## config.mk

```make
export PLATFORM = sky130hd
export DESIGN_NAME = seq_divider_flat
export DESIGN_NICKNAME = d
export VERILOG_FILES = /design/src/rtl/seq_divider_pkg.sv /design/src/rtl/seq_divider_if.sv /design/src/rtl/seq_divider_div_step.sv /design/src/rtl/seq_divider.sv /design/src/flat_wrapper.sv
export SDC_FILE = /design/constraint.sdc
export NUM_CORES = 1
export LEC_CHECK = 0
export CAP_MARGIN = 10
export CORE_ASPECT_RATIO = 1.5
export CORE_MARGIN = 1.5
export CORE_UTILIZATION = 35
export DETAILED_ROUTE_END_ITERATION = 10
export HOLD_SLACK_MARGIN = 0.08
export PLACE_DENSITY = 0.65
export REMOVE_ABC_BUFFERS = 1
export SETUP_SLACK_MARGIN = 0.2
export SYNTH_ARGS = -nofsm -noshare
export SYNTH_HDL_FRONTEND = slang
export SYNTH_SLANG_ARGS = --single-unit
```

## constraint.sdc

```tcl
create_clock -name clk -period 4.25 [get_ports clk]
set_input_delay 1.275 -clock clk [delete_from_list [all_inputs] [get_ports clk]]
set_output_delay 1.275 -clock clk [all_outputs]
set_load 0.005 [all_outputs]
```

## src/rtl/seq_divider_pkg.sv

```systemverilog
// div_pkg: shared types and constants for the sequential divider.
//   state_e : divider FSM states (IDLE, RUN, DONE)
//   DIV_W   : default operand width
//   DIV_CW  : iteration counter width for DIV_W
package div_pkg;
   localparam int DIV_W  = 32;
   localparam int DIV_CW = $clog2(DIV_W);
   typedef enum logic [1:0] {IDLE, RUN, DONE} state_e;
endpackage

```

## src/rtl/seq_divider_if.sv

```systemverilog
// seq_divider_if: request/result bundle between the ALU and the divider.
//   start, dividend, divisor          : request, driven by the master
//   busy, done, quotient, remainder,
//   div_by_zero                       : status and results, driven by the divider
//   is_signed                         : operand signedness, present only with SEQ_DIV_SIGNED_EN
interface seq_divider_if
   import div_pkg::*;
#(
   parameter int W = DIV_W
);
   logic         start;
   logic [W-1:0] dividend;
   logic [W-1:0] divisor;
   logic         busy;
   logic         done;
   logic [W-1:0] quotient;
   logic [W-1:0] remainder;
   logic         div_by_zero;
`ifdef SEQ_DIV_SIGNED_EN
   logic         is_signed;
   modport master (output start, dividend, divisor, is_signed,
                   input  busy, done, quotient, remainder, div_by_zero);
   modport slave  (input  start, dividend, divisor, is_signed,
                   output busy, done, quotient, remainder, div_by_zero);
`else
   modport master (output start, dividend, divisor,
                   input  busy, done, quotient, remainder, div_by_zero);
   modport slave  (input  start, dividend, divisor,
                   output busy, done, quotient, remainder, div_by_zero);
`endif
endinterface

```

## src/rtl/seq_divider_div_step.sv

```systemverilog
// div_step: one combinational restoring-division iteration.
//   rem_i     : partial remainder before this step
//   bit_i     : next dividend bit shifted into the remainder
//   divisor_i : denominator
//   rem_o     : partial remainder after this step
//   q_o       : quotient bit produced by this step
module div_step
   import div_pkg::*;
#(
   parameter int W = DIV_W
) (
   input  logic [W-1:0] rem_i,
   input  logic         bit_i,
   input  logic [W-1:0] divisor_i,
   output logic [W-1:0] rem_o,
   output logic         q_o
);
   // One bit wider than the remainder so the shifted value never overflows the trial compare.
   logic [W:0] shifted;
   assign shifted = {rem_i, bit_i};
   assign q_o     = shifted >= {1'b0, divisor_i};
   // When the subtraction succeeds the difference is below the divisor, so W bits hold it.
   assign rem_o   = q_o ? shifted[W-1:0] - divisor_i : shifted[W-1:0];
endmodule

```

## src/rtl/seq_divider.sv

```systemverilog
// seq_divider: multi-cycle restoring divider, one quotient bit per clock, W+1 cycle latency.
//   clk   : rising-edge clock
//   rst_n : asynchronous active-low reset; discards any division in flight
//   bus   : seq_divider_if slave (start/operands in, busy/done/results out)
// Build option SEQ_DIV_SIGNED_EN adds bus.is_signed for two's-complement operands.
module seq_divider
   import div_pkg::*;
#(
   parameter int W = DIV_W
) (
   input  logic         clk,
   input  logic         rst_n,
   seq_divider_if.slave bus
);
   localparam int CW = (W > 1) ? $clog2(W) : 1;

   state_e        state_q, state_d;
   logic [W-1:0]  rem_q, rem_d;
   logic [W-1:0]  quo_q, quo_d;
   logic [W-1:0]  dvs_q, dvs_d;
   logic [CW-1:0] cnt_q, cnt_d;
   logic          zero_q, zero_d;
   logic [W-1:0]  quot_q, quot_d;
   logic [W-1:0]  remo_q, remo_d;
   logic          dbz_q, dbz_d;
   logic [W-1:0]  step_rem, q_next, dvd_in, dvs_in, q_fix, r_fix;
   logic          step_q;
`ifdef SEQ_DIV_SIGNED_EN
   logic          qneg_q, qneg_d, rneg_q, rneg_d;
`endif

   // The quotient register doubles as the dividend shifter: its MSB feeds the step,
   // and the new quotient bit enters at the LSB.
   div_step #(.W(W)) u_step (
      .rem_i     (rem_q),
      .bit_i     (quo_q[W-1]),
      .divisor_i (dvs_q),
      .rem_o     (step_rem),
      .q_o       (step_q)
   );

   assign q_next = {quo_q[W-2:0], step_q};

`ifdef SEQ_DIV_SIGNED_EN
   // The core divides magnitudes; signs are restored when results are latched.
   assign dvd_in = (bus.is_signed && bus.dividend[W-1]) ? -bus.dividend : bus.dividend;
   assign dvs_in = (bus.is_signed && bus.divisor[W-1]) ? -bus.divisor : bus.divisor;
   // Divide by zero keeps the all-ones quotient regardless of operand signs.
   assign q_fix  = zero_q ? '1 : (qneg_q ? -q_next : q_next);
   assign r_fix  = rneg_q ? -step_rem : step_rem;
`else
   assign dvd_in = bus.dividend;
   assign dvs_in = bus.divisor;
   assign q_fix  = q_next;
   assign r_fix  = step_rem;
`endif

   always_comb begin
      state_d = state_q;
      rem_d   = rem_q;
      quo_d   = quo_q;
      dvs_d   = dvs_q;
      cnt_d   = cnt_q;
      zero_d  = zero_q;
      quot_d  = quot_q;
      remo_d  = remo_q;
      dbz_d   = dbz_q;
`ifdef SEQ_DIV_SIGNED_EN
      qneg_d  = qneg_q;
      rneg_d  = rneg_q;
`endif
      unique case (state_q)
         RUN: begin
            rem_d = step_rem;
            quo_d = q_next;
            cnt_d = cnt_q - CW'(1);
            if (cnt_q == '0) begin
               state_d = DONE;
               quot_d  = q_fix;
               remo_d  = r_fix;
               dbz_d   = zero_q;
            end
         end
         // IDLE and DONE both accept a new request, giving back-to-back issue.
         default: begin
            state_d = IDLE;
            if (bus.start) begin
               state_d = RUN;
               rem_d   = '0;
               quo_d   = dvd_in;
               dvs_d   = dvs_in;
               cnt_d   = CW'(W - 1);
               zero_d  = bus.divisor == '0;
`ifdef SEQ_DIV_SIGNED_EN
               qneg_d  = bus.is_signed & (bus.dividend[W-1] ^ bus.divisor[W-1]);
               rneg_d  = bus.is_signed & bus.dividend[W-1];
`endif
            end
         end
      endcase
   end

   always_ff @(posedge clk or negedge rst_n) begin
      if (!rst_n) begin
         state_q <= IDLE;
         rem_q   <= '0;
         quo_q   <= '0;
         dvs_q   <= '0;
         cnt_q   <= '0;
         zero_q  <= 1'b0;
         quot_q  <= '0;
         remo_q  <= '0;
         dbz_q   <= 1'b0;
`ifdef SEQ_DIV_SIGNED_EN
         qneg_q  <= 1'b0;
         rneg_q  <= 1'b0;
`endif
      end else begin
         state_q <= state_d;
         rem_q   <= rem_d;
         quo_q   <= quo_d;
         dvs_q   <= dvs_d;
         cnt_q   <= cnt_d;
         zero_q  <= zero_d;
         quot_q  <= quot_d;
         remo_q  <= remo_d;
         dbz_q   <= dbz_d;
`ifdef SEQ_DIV_SIGNED_EN
         qneg_q  <= qneg_d;
         rneg_q  <= rneg_d;
`endif
      end
   end

   assign bus.busy        = state_q == RUN;
   assign bus.done        = state_q == DONE;
   assign bus.quotient    = quot_q;
   assign bus.remainder   = remo_q;
   assign bus.div_by_zero = dbz_q;
endmodule

```

## src/flat_wrapper.sv

```systemverilog
// flat-port wrapper written by rule: the top's interface ports become plain ports
module seq_divider_flat import div_pkg::*;
#(
   parameter int W = DIV_W
)
  (clk, rst_n, bus_start, bus_dividend, bus_divisor, bus_busy, bus_done, bus_quotient, bus_remainder, bus_div_by_zero);
  seq_divider_if #(.W(W)) bus_i ();
  input  logic clk;
  input  logic rst_n;
  input wire logic [$bits(bus_i.start)-1:0] bus_start;
  input wire logic [$bits(bus_i.dividend)-1:0] bus_dividend;
  input wire logic [$bits(bus_i.divisor)-1:0] bus_divisor;
  output wire logic [$bits(bus_i.busy)-1:0] bus_busy;
  output wire logic [$bits(bus_i.done)-1:0] bus_done;
  output wire logic [$bits(bus_i.quotient)-1:0] bus_quotient;
  output wire logic [$bits(bus_i.remainder)-1:0] bus_remainder;
  output wire logic [$bits(bus_i.div_by_zero)-1:0] bus_div_by_zero;
  assign bus_i.start = bus_start;
  assign bus_i.dividend = bus_dividend;
  assign bus_i.divisor = bus_divisor;
  assign bus_busy = bus_i.busy;
  assign bus_done = bus_i.done;
  assign bus_quotient = bus_i.quotient;
  assign bus_remainder = bus_i.remainder;
  assign bus_div_by_zero = bus_i.div_by_zero;
  seq_divider #(.W(W)) u_core (.clk(clk), .rst_n(rst_n), .bus(bus_i));
endmodule
```

==> flow_metrics.tcl <==
set metrics [dict create \
    worstMarginPinSlew_ns 0.927 \
    cp.depth 8 \
    clk_pin_slew_ns 0.07 \
    cts-root-buf "clkbuf_16" \
    numCtsBuffers 17 \
    crit_slowest_cell "nor2_4" \
    finalHoldViolCount 0 \
    grt_overflow 0 \
    drive_gt1_share_pct 8.72 \
    placed_area_mm2 0.0106 \
    cts_tree "yes" \
    grt.total_usage_pct 19.2 \
    relSlewSlack_pct 38.2 \
    yosysWarnings 0 \
    die_area_mm2 0.0265 \
    synth_top_cell_by_area "dfrtp_1" \
    dp_cells 1385 \
    vias 7234 \
    syn_to_final_growth_pct 25.2 \
    fin_area_mm2 0.0112 \
    wl_um 24500 \
    slew_viol_final 0 \
    die_w_um 133 \
    initialDrtViolationCount 303 \
    finish.net_count 1178 \
    yosys_register_bits 169 \
    crit_buf_inv 0 \
    p_leak_uw 0.00509 \
    r2r_cells 8 \
    core-area_mm2 0.0251 \
    drv_cap 0 \
    arrival_ns 3.79 \
    clk_path_buf_depth 2 \
    rows 71 \
    wl_per_cell_um 17.3 \
    clkLatencyLatePin_ns 0.44 \
    power_density_mw_per_mm2 937 \
    hold_ws_ns 0.472 \
    critical_path.top_delay_family "compound AO/OA/AOI/OAI gates" \
    io_pins 134 \
    ir_drop_v 0.000375 \
    synth.area.top_cells "dfrtp_1 (47%), nand2_1 (7.8%), o21ai_0 (5.6%), ha_1 (4.8%), mux2_2 (4.7%)" \
    period_minus_slack_ns 3.45 \
    cts.repair.resized 0 \
    vias_per_cell 5.11 \
    synth-edff-count 0 \
    synthArstFlopShare_pct 100 \
    drt_first_pass_iters 6 \
    syn_area_per_cell_um2 9.25 \
    ys_types 59 \
    setup_viol 0 \
    crit_top_cell "o21ai_0" \
    antenna_left 0 \
    cp_max_fo 26 \
    drc 0 \
    fmax_ghz 0.289 \
    synth_cells 964 \
    layout_commonest_cell "nand2_1" \
    ys_seq_area_share_pct 47.4 \
    critPathCaptureType "flop" \
    insertedDiodeCount 0 \
    finalSetupTns_ns 0 \
    hp-class "flop to flop" \
    stdcell_count 1417 \
    place_hpwl_um 17800 \
    path_class "flop to flop" \
    status "completed" \
    synth_ff_type "dfrtp_1" \
    grt_max_degree 87 \
    yosys.area.top_type_share_pct 47.4 \
    whs_path_depth 2 \
    portBuffers 133 \
    start_util_pct 35.6 \
    postCtsHoldBufs 0 \
    cp_cell_sequence "ha_1 -> a21oi_1 -> o21ai_0 -> a2111oi_0 -> o211ai_1 -> nor2_4 -> o21ai_0 -> mux2_2" \
    grt_first_pass_wirelength_um 39500 \
    critPathLaunchType "flop" \
    die_h_um 199 \
    routabilityCongestion 0.914 \
    postCtsSetupBuffers 0 \
    critical_path_required_ns 4.58 \
    grt_pass1_vias 7558 \
    mostFrequentLayoutCells "nand2_1 (185), dfrtp_1 (169), clkdlybuf4s50_1 (131), o21ai_0 (99), nor2_1 (53)" \
    rsz0062_at_grt "false" \
    min_period_over_period_pct 81.3 \
    fin_skew_ns 0.0131 \
    cts_num_sinks 169 \
    synthesis.area_mm2 0.00892 \
    grt_antenna_before_repair 0 \
    cts-htree-levels 4 \
    cpPeakStageDelay_ns 0.63 \
]
[cell usage after synthesis (4+ instances only)]
master    count
o21ai_0      99
dfrtp_1     169
o21ai_1       8
buf_1         8
mux2i_1      40
a31oi_1      11
inv_1        41
a21o_1       22
nand2_1     185
o31ai_1       5
o21bai_1      4
nand4_1      10
nor3_1        8
a21oi_1      52
xor2_1        9
buf_2         4
ha_1         34
nor4_1       11
nand2b_1      5
clkbuf_1     40
nand3_1      35
mux2_2       37
and3_1        6
a211oi_1      4
nor2_1       53
nor2b_1       5
xnor2_1      16
[per-stage QoR]
step	utilization (%)	setup slack [ns]	total power [µW]
2_1_floorplan	-	-2.19	6850
3_3_place_gp	42.1	0.895	8860
3_5_place_dp	42.1	0.828	8950
4_1_cts	44.6	0.801	10600
5_1_grt	44.6	0.369	11400
6_report	44.6	0.795	10500
[power by group]
part / internal (µW) / switching, µW / total [µW]
combinational: 2590 / 3350 / 5950
sequential: 2410 / 526 / 2930
clock: 843 / 743 / 1590
total: 5840 / 4620 / 10500
[per-layer routing]
metal	global-route usage [%]	vias up	share of wire (%)
li1	-	3563	-
met1	20.6	3464	39
met2	35.2	156	52
met3	4.41	51	4.3
met4	9.46	0	4.4
met5	0	-	0
[worst paths after layout]
check	start	to	slack (ns)
worst min register to register	u_core.zero_q$_DFFE_PN0P_	u_core.bus.div_by_zero$_DFFE_PN0P_	0.47
min in group asynchronous	rst_n	u_core.rem_q[13]$_DFFE_PN0P_	0.83
worst min-delay path	u_core.zero_q$_DFFE_PN0P_	u_core.bus.div_by_zero$_DFFE_PN0P_	0.47
worst max-delay path	u_core.rem_q[23]$_DFFE_PN0P_	u_core.bus.remainder[23]$_DFFE_PN0P_	0.80
max in group asynchronous	rst_n	u_core.bus.quotient[19]$_DFFE_PN0P_	2.52
worst max register to register	u_core.rem_q[23]$_DFFE_PN0P_	u_core.bus.remainder[23]$_DFFE_PN0P_	0.80
[layout make-up]
| cell class | count | area (µm²) |
|---|---|---|
| multi-input combinational | 699 | 4310 |
| clock inverter | 15 | 183 |
| inverter | 42 | 158 |
| clock buffer | 17 | 425 |
| timing repair buffer | 147 | 1450 |
| sequential | 169 | 4230 |
| tap | 328 | 410 |
| fill | 2507 | 13900 |
[flip-flops by register name (all words and copies together) (netlist names)]
name / count
u_core.bus.remainder: 32
u_core.bus.div_by_zero: 1
u_core.cnt_q: 5
u_core.dvs_q: 32
u_core.state_q: 2
u_core.quo_q: 32
u_core.rem_q: 32
u_core.zero_q: 1
u_core.bus.quotient: 32
[worst min-delay path, delay by kind of cell, from the launching register on]
| family | cells | cell delay (ns) |
|---|---|---|
| simple gates | 2 | 0.10 |
| flops | 1 | 0.35 |
[logic make-up (layout without fill, tap and decap cells)]
| kind of cell | count (synthesis) | count (layout) | share of synthesized area [%] |
|---|---|---|---|
| xor gates and xnor gates | 25 | 25 | 2.46 |
| and+or+nand+nor | 331 | 331 | 16.1 |
| buffers and inverters | 96 | 221 | 4.26 |
| muxes | 78 | 78 | 9.33 |
| DFF | 169 | 169 | 47.4 |
| AOI/OAI and AO/OA | 230 | 230 | 15.4 |
| adders and majority gates | 35 | 35 | 4.99 |
Power figures use the tool's default switching activity.
==> patch 1 (config.mk and constraints unchanged) <==
Make the reset (`rst_n`) synchronous in one clocked block. Comments in the files are not updated.
--- a/src/rtl/seq_divider.sv
+++ b/src/rtl/seq_divider.sv
@@ -101,5 +101,5 @@
    end
 
-   always_ff @(posedge clk or negedge rst_n) begin
+   always_ff @(posedge clk) begin
       if (!rst_n) begin
          state_q <= IDLE;
Check against the original RTL: differs if rst_n is asserted again (counterexample within 4 cycles, from zero or initial values and one cycle with rst_n low); with rst_n held inactive, the same outputs for 10 cycles.
==> patch 1 against the unedited design <==
Synthesized area is 7.6% lower. Worst setup slack improved by 0.22 ns. Sequential cell count did not move. Fmax up 6.9%. Routed wire length shrank 6.1%. Cell area decreased by 6.6%. Total power decreased by 26%. Non-clock buffer count is 2 lower. Critical path type is now register to primary output. Largest cell class unchanged. Highest routed layer unchanged.
==> patch 1: results (changes against the unedited design) <==
metric,value,unit,change
met2 wirelength from detailed routing,11800,um,was 12700 um
Register-to-Register Setup Slack,1.06,ns,was 0.80 ns
detailed placer's ending HPWL,16300,um,was 17800 um
critical-path cell with the highest stage delay,sky130_fd_sc_hd__clkdlybuf4s50_1,,was sky130_fd_sc_hd__nor2_4
ratio of cells with drive above 1 in the final layout,5.16,%,was 8.72%
result of the run,"complete, no violations",,unchanged
number of different library cells in the post-synthesis netlist,60,,was 59
Global Route met2 Usage,35.4,%,was 35.2%
Filler Cells Inserted,2309,,was 2507
clk_skew,0.0145,ns,was 0.0131 ns
Post-synth top cells,"203 x sky130_fd_sc_hd__nand2_1, 169 x sky130_fd_sc_hd__dfxtp_1, 114 x sky130_fd_sc_hd__a21oi_1",,"was 185 x sky130_fd_sc_hd__nand2_1, 169 x sky130_fd_sc_hd__dfrtp_1, 99 x sky130_fd_sc_hd__o21ai_0"
Top Family by Delay on Critical Path,buffers and inverters,,was compound AO/OA/AOI/OAI gates
maximum ir drop on the vdd rail,472,uV,was 375 uV
launch instance of the worst min-delay path,u_core.bus.div_by_zero,,was u_core.zero_q
top cells by area in the synthesized netlist,"sky130_fd_sc_hd__dfxtp_1 41%, sky130_fd_sc_hd__nand2_1 9.2%, sky130_fd_sc_hd__a21oi_1 6.9%",,"was sky130_fd_sc_hd__dfrtp_1 47%, sky130_fd_sc_hd__nand2_1 7.8%, sky130_fd_sc_hd__o21ai_0 5.6%"
number of violations reported at the end of detailed-routing iteration 0,380,,was 303
Hold EP,u_core.bus.div_by_zero,,unchanged
Via density,5.12,,was 5.11
wire length of the first global-routing pass,37000,um,was 39500 um
beginning of the critical path,u_core.state_q[1],,was u_core.rem_q[23]
Critical Path Sink,bus_busy,,was u_core.bus.remainder[23]
met3 layer wire length in the routed design,1260,um,was 1040 um
fraction of met3 tracks used by global routing,4.51,%,was 4.41%
worst reg2reg path startpoint,u_core.dvs_q[9],,was u_core.rem_q[23]
leakage,0.00391,uW,was 0.00509 uW
share of flip-flops with an asynchronous set or reset,0,%,was 100%
# nets final,1233,,was 1178
slew at the pin with the worst max-slew slack,0.933,ns,was 0.927 ns
worst flop-to-flop path endpoint,u_core.rem_q[10],,was u_core.bus.remainder[23]
largest net degree at the start of global routing,94,,was 87
count of placed standard cells including taps,1427,,was 1385
M1 WL,9380,um,was 9590 um
total placed instance area,9830,um^2,was 10600 um^2
==> patch 1: through the flow <==
stage	setup WS (ns)	hold slack, ns
4_1_cts	1.00	0.456
2_1_floorplan	-1.30	0.432
3_3_place_gp	1.07	0.444
6_report	1.02	0.456
5_1_grt	0.778	0.473
3_5_place_dp	1.09	0.447
==> patch 1: power by group <==
part           switching [uW]  internal (uW)
combinational            2500           1690
sequential                151           1780
clock                     722            841
total                    3380           4320
==> patch 1: logic make-up after synthesis <==
logic type                 count (synthesis)  synth area share, %
AOI/OAI and AO/OA                        296                 22.0
xor gates and xnor gates                  26                 2.76
adders and majority gates                 35                 5.41
buffers and inverters                    110                 5.18
DFF                                      169                 41.1
muxes                                     48                 5.85
and+or+nand+nor                          347                 17.7
==> patch 1: cell type report <==
type | count | share of cell area [%]
multi-input combinational | 752 | 42.6
sequential | 169 | 32.4
timing repair buffer | 145 | 13.8
clock buffer | 17 | 4.08
tap | 315 | 3.78
clock inverter | 15 | 1.68
inverter | 46 | 1.67
==> patch 2 (same flow settings) <==
Made on the original files. Change the package constant `DIV_W` from 32 to 16.
--- a/src/rtl/seq_divider_pkg.sv
+++ b/src/rtl/seq_divider_pkg.sv
@@ -4,5 +4,5 @@
 //   DIV_CW  : iteration counter width for DIV_W
 package div_pkg;
-   localparam int DIV_W  = 32;
+   localparam int DIV_W  = 16;
    localparam int DIV_CW = $clog2(DIV_W);
    typedef enum logic [1:0] {IDLE, RUN, DONE} state_e;
Interface: changed (resized bus_dividend, bus_divisor, bus_quotient and bus_remainder); port bits go from 134 to 70. The function was not compared with the original's and may differ.
==> patch 2 against the unedited design <==
Routed wire length decreased by 55%. Synthesized area shrank 49%. Non-clock buffer count shrank 72. Die area down 49%. Worst setup slack better by 0.37 ns. Cell area is 50% lower. Worst hold slack worse by 0.0016 ns. Via count decreased by 52%. Sequential share of layout area increased by 1.4 points. Cell count down 51%. Total power is 52% lower. Sequential cell count is 81 lower. Largest cell class is now flip-flops and latches. Combinational power fell by 53%.
==> patch 2: results (changes against the unedited design) <==
metric,value,unit,change
combinational power,2800,uW,was 5950 uW
count of buffers not belonging to the clock network in the layout,75,,was 147
Inverters excl. clock,24,,was 42
leakage,0.00258,uW,was 0.00509 uW
Arrival @ worst endpoint,1.81,ns,was 3.79 ns
number of different library cells in the post-synthesis netlist,46,,was 59
fraction of met3 tracks used by global routing,3.47,%,was 4.41%
Total Wirelength,11000,um,was 24500 um
result of the run,"complete, no violations",,unchanged
ratio of cells with drive above 1 in the final layout,8.26,%,was 8.72%
critical-path cell with the highest stage delay,sky130_fd_sc_hd__clkdlybuf4s50_1,,was sky130_fd_sc_hd__nor2_4
number of cells produced by synthesis,463,,was 964
total clock buffers created by CTS,9,,was 17
count of placed standard cells including taps,673,,was 1385
sequential share of cell area,39.2,%,was 37.9%
count of TritonRoute iterations in the first routing pass,4,,was 6
wire length of the first global-routing pass,18300,um,was 39500 um
Filler Cells Inserted,1249,,was 2507
largest stage delay on the critical path,0.58,ns,was 0.63 ns
CP Max Fanout,37,,was 26
total of clock buffers placed in the layout,13,,was 17
count of input and output buffers,69,,was 133
clk_skew,0.00941,ns,was 0.0131 ns
Top Family by Delay on Critical Path,buffers and inverters,,was compound AO/OA/AOI/OAI gates
clock network latency to the later pin of the worst-skew pair,0.34,ns,was 0.44 ns
post-detailed-route wirelength per cell,15.9,um,was 17.3 um
Post-CTS Setup Repair Bufs,0,,unchanged
total placed instance area,5340,um^2,was 10600 um^2
internal power,2920,uW,was 5840 uW
Multi-In Gates,330,,was 699
CTS sink cnt,88,,was 169
top cells by area in the synthesized netlist,"sky130_fd_sc_hd__dfrtp_1 49%, sky130_fd_sc_hd__nand2_1 7.7%, sky130_fd_sc_hd__mux2i_1 6.4%",,"was sky130_fd_sc_hd__dfrtp_1 47%, sky130_fd_sc_hd__nand2_1 7.8%, sky130_fd_sc_hd__o21ai_0 5.6%"
"worst slack, placed",1.30,ns,was 0.828 ns
Post-synth top cells,"93 x sky130_fd_sc_hd__nand2_1, 88 x sky130_fd_sc_hd__dfrtp_1, 42 x sky130_fd_sc_hd__o21ai_0",,"was 185 x sky130_fd_sc_hd__nand2_1, 169 x sky130_fd_sc_hd__dfrtp_1, 99 x sky130_fd_sc_hd__o21ai_0"
net switching power figure,2140,uW,was 4620 uW
number of global-route vias before repair,3743,,was 7558
share of flip-flops with an asynchronous set or reset,100,%,unchanged
sequential element share of the synthesized area,48.8,%,was 47.4%
maximum ir drop on the vdd rail,319,uV,was 375 uV
clock tree cell share of total cell area,4.90,%,was 5.45%
Post-Synth XOR/XNOR Area,2.72,%,was 2.46%
total area of multi-input combinational cells,2120,um^2,was 4310 um^2
Adder-Cell Fraction of Synth Area,5.16,%,was 4.99%
complex-gate fraction of the synthesized area,12.3,%,was 15.4%
routed vias,3504,,was 7234
fraction of cell area in non-clock buffers,13.1,%,was 12.9%
total track usage,17.7,%,was 19.2%
## patch 2: kinds of logic (layout without fill, tap and decap cells)
family | Yosys count | count (layout)
AND/OR/NAND/NOR | 154 | 154
AO/OA/AOI/OAI | 97 | 97
flip-flops | 88 | 88
multiplexers | 47 | 47
buffers and inverters | 45 | 115
adder cells (fa/ha/maj) | 18 | 18
XOR/XNOR | 14 | 14
## patch 2: path summary, 6_finish.rpt
path	startpoint	to	slack [ns]
min in group asynchronous	rst_n	u_core.dvs_q[13]	0.97
setup / recovery	u_core.state_q[1]	bus_busy	1.17
hold reg to reg	u_core.zero_q	u_core.bus.div_by_zero	0.47
hold / removal	u_core.zero_q	u_core.bus.div_by_zero	0.47
max in group asynchronous	rst_n	u_core.bus.quotient[2]	2.56
setup reg to reg	u_core.rem_q[3]	u_core.bus.remainder[4]	1.27
## patch 2: per-layer routing
metal	share of wire, %	up-vias
li1	-	1704
met3	2.8	25
met5	0	-
met1	40	1708
met4	4.5	0
met2	53	67
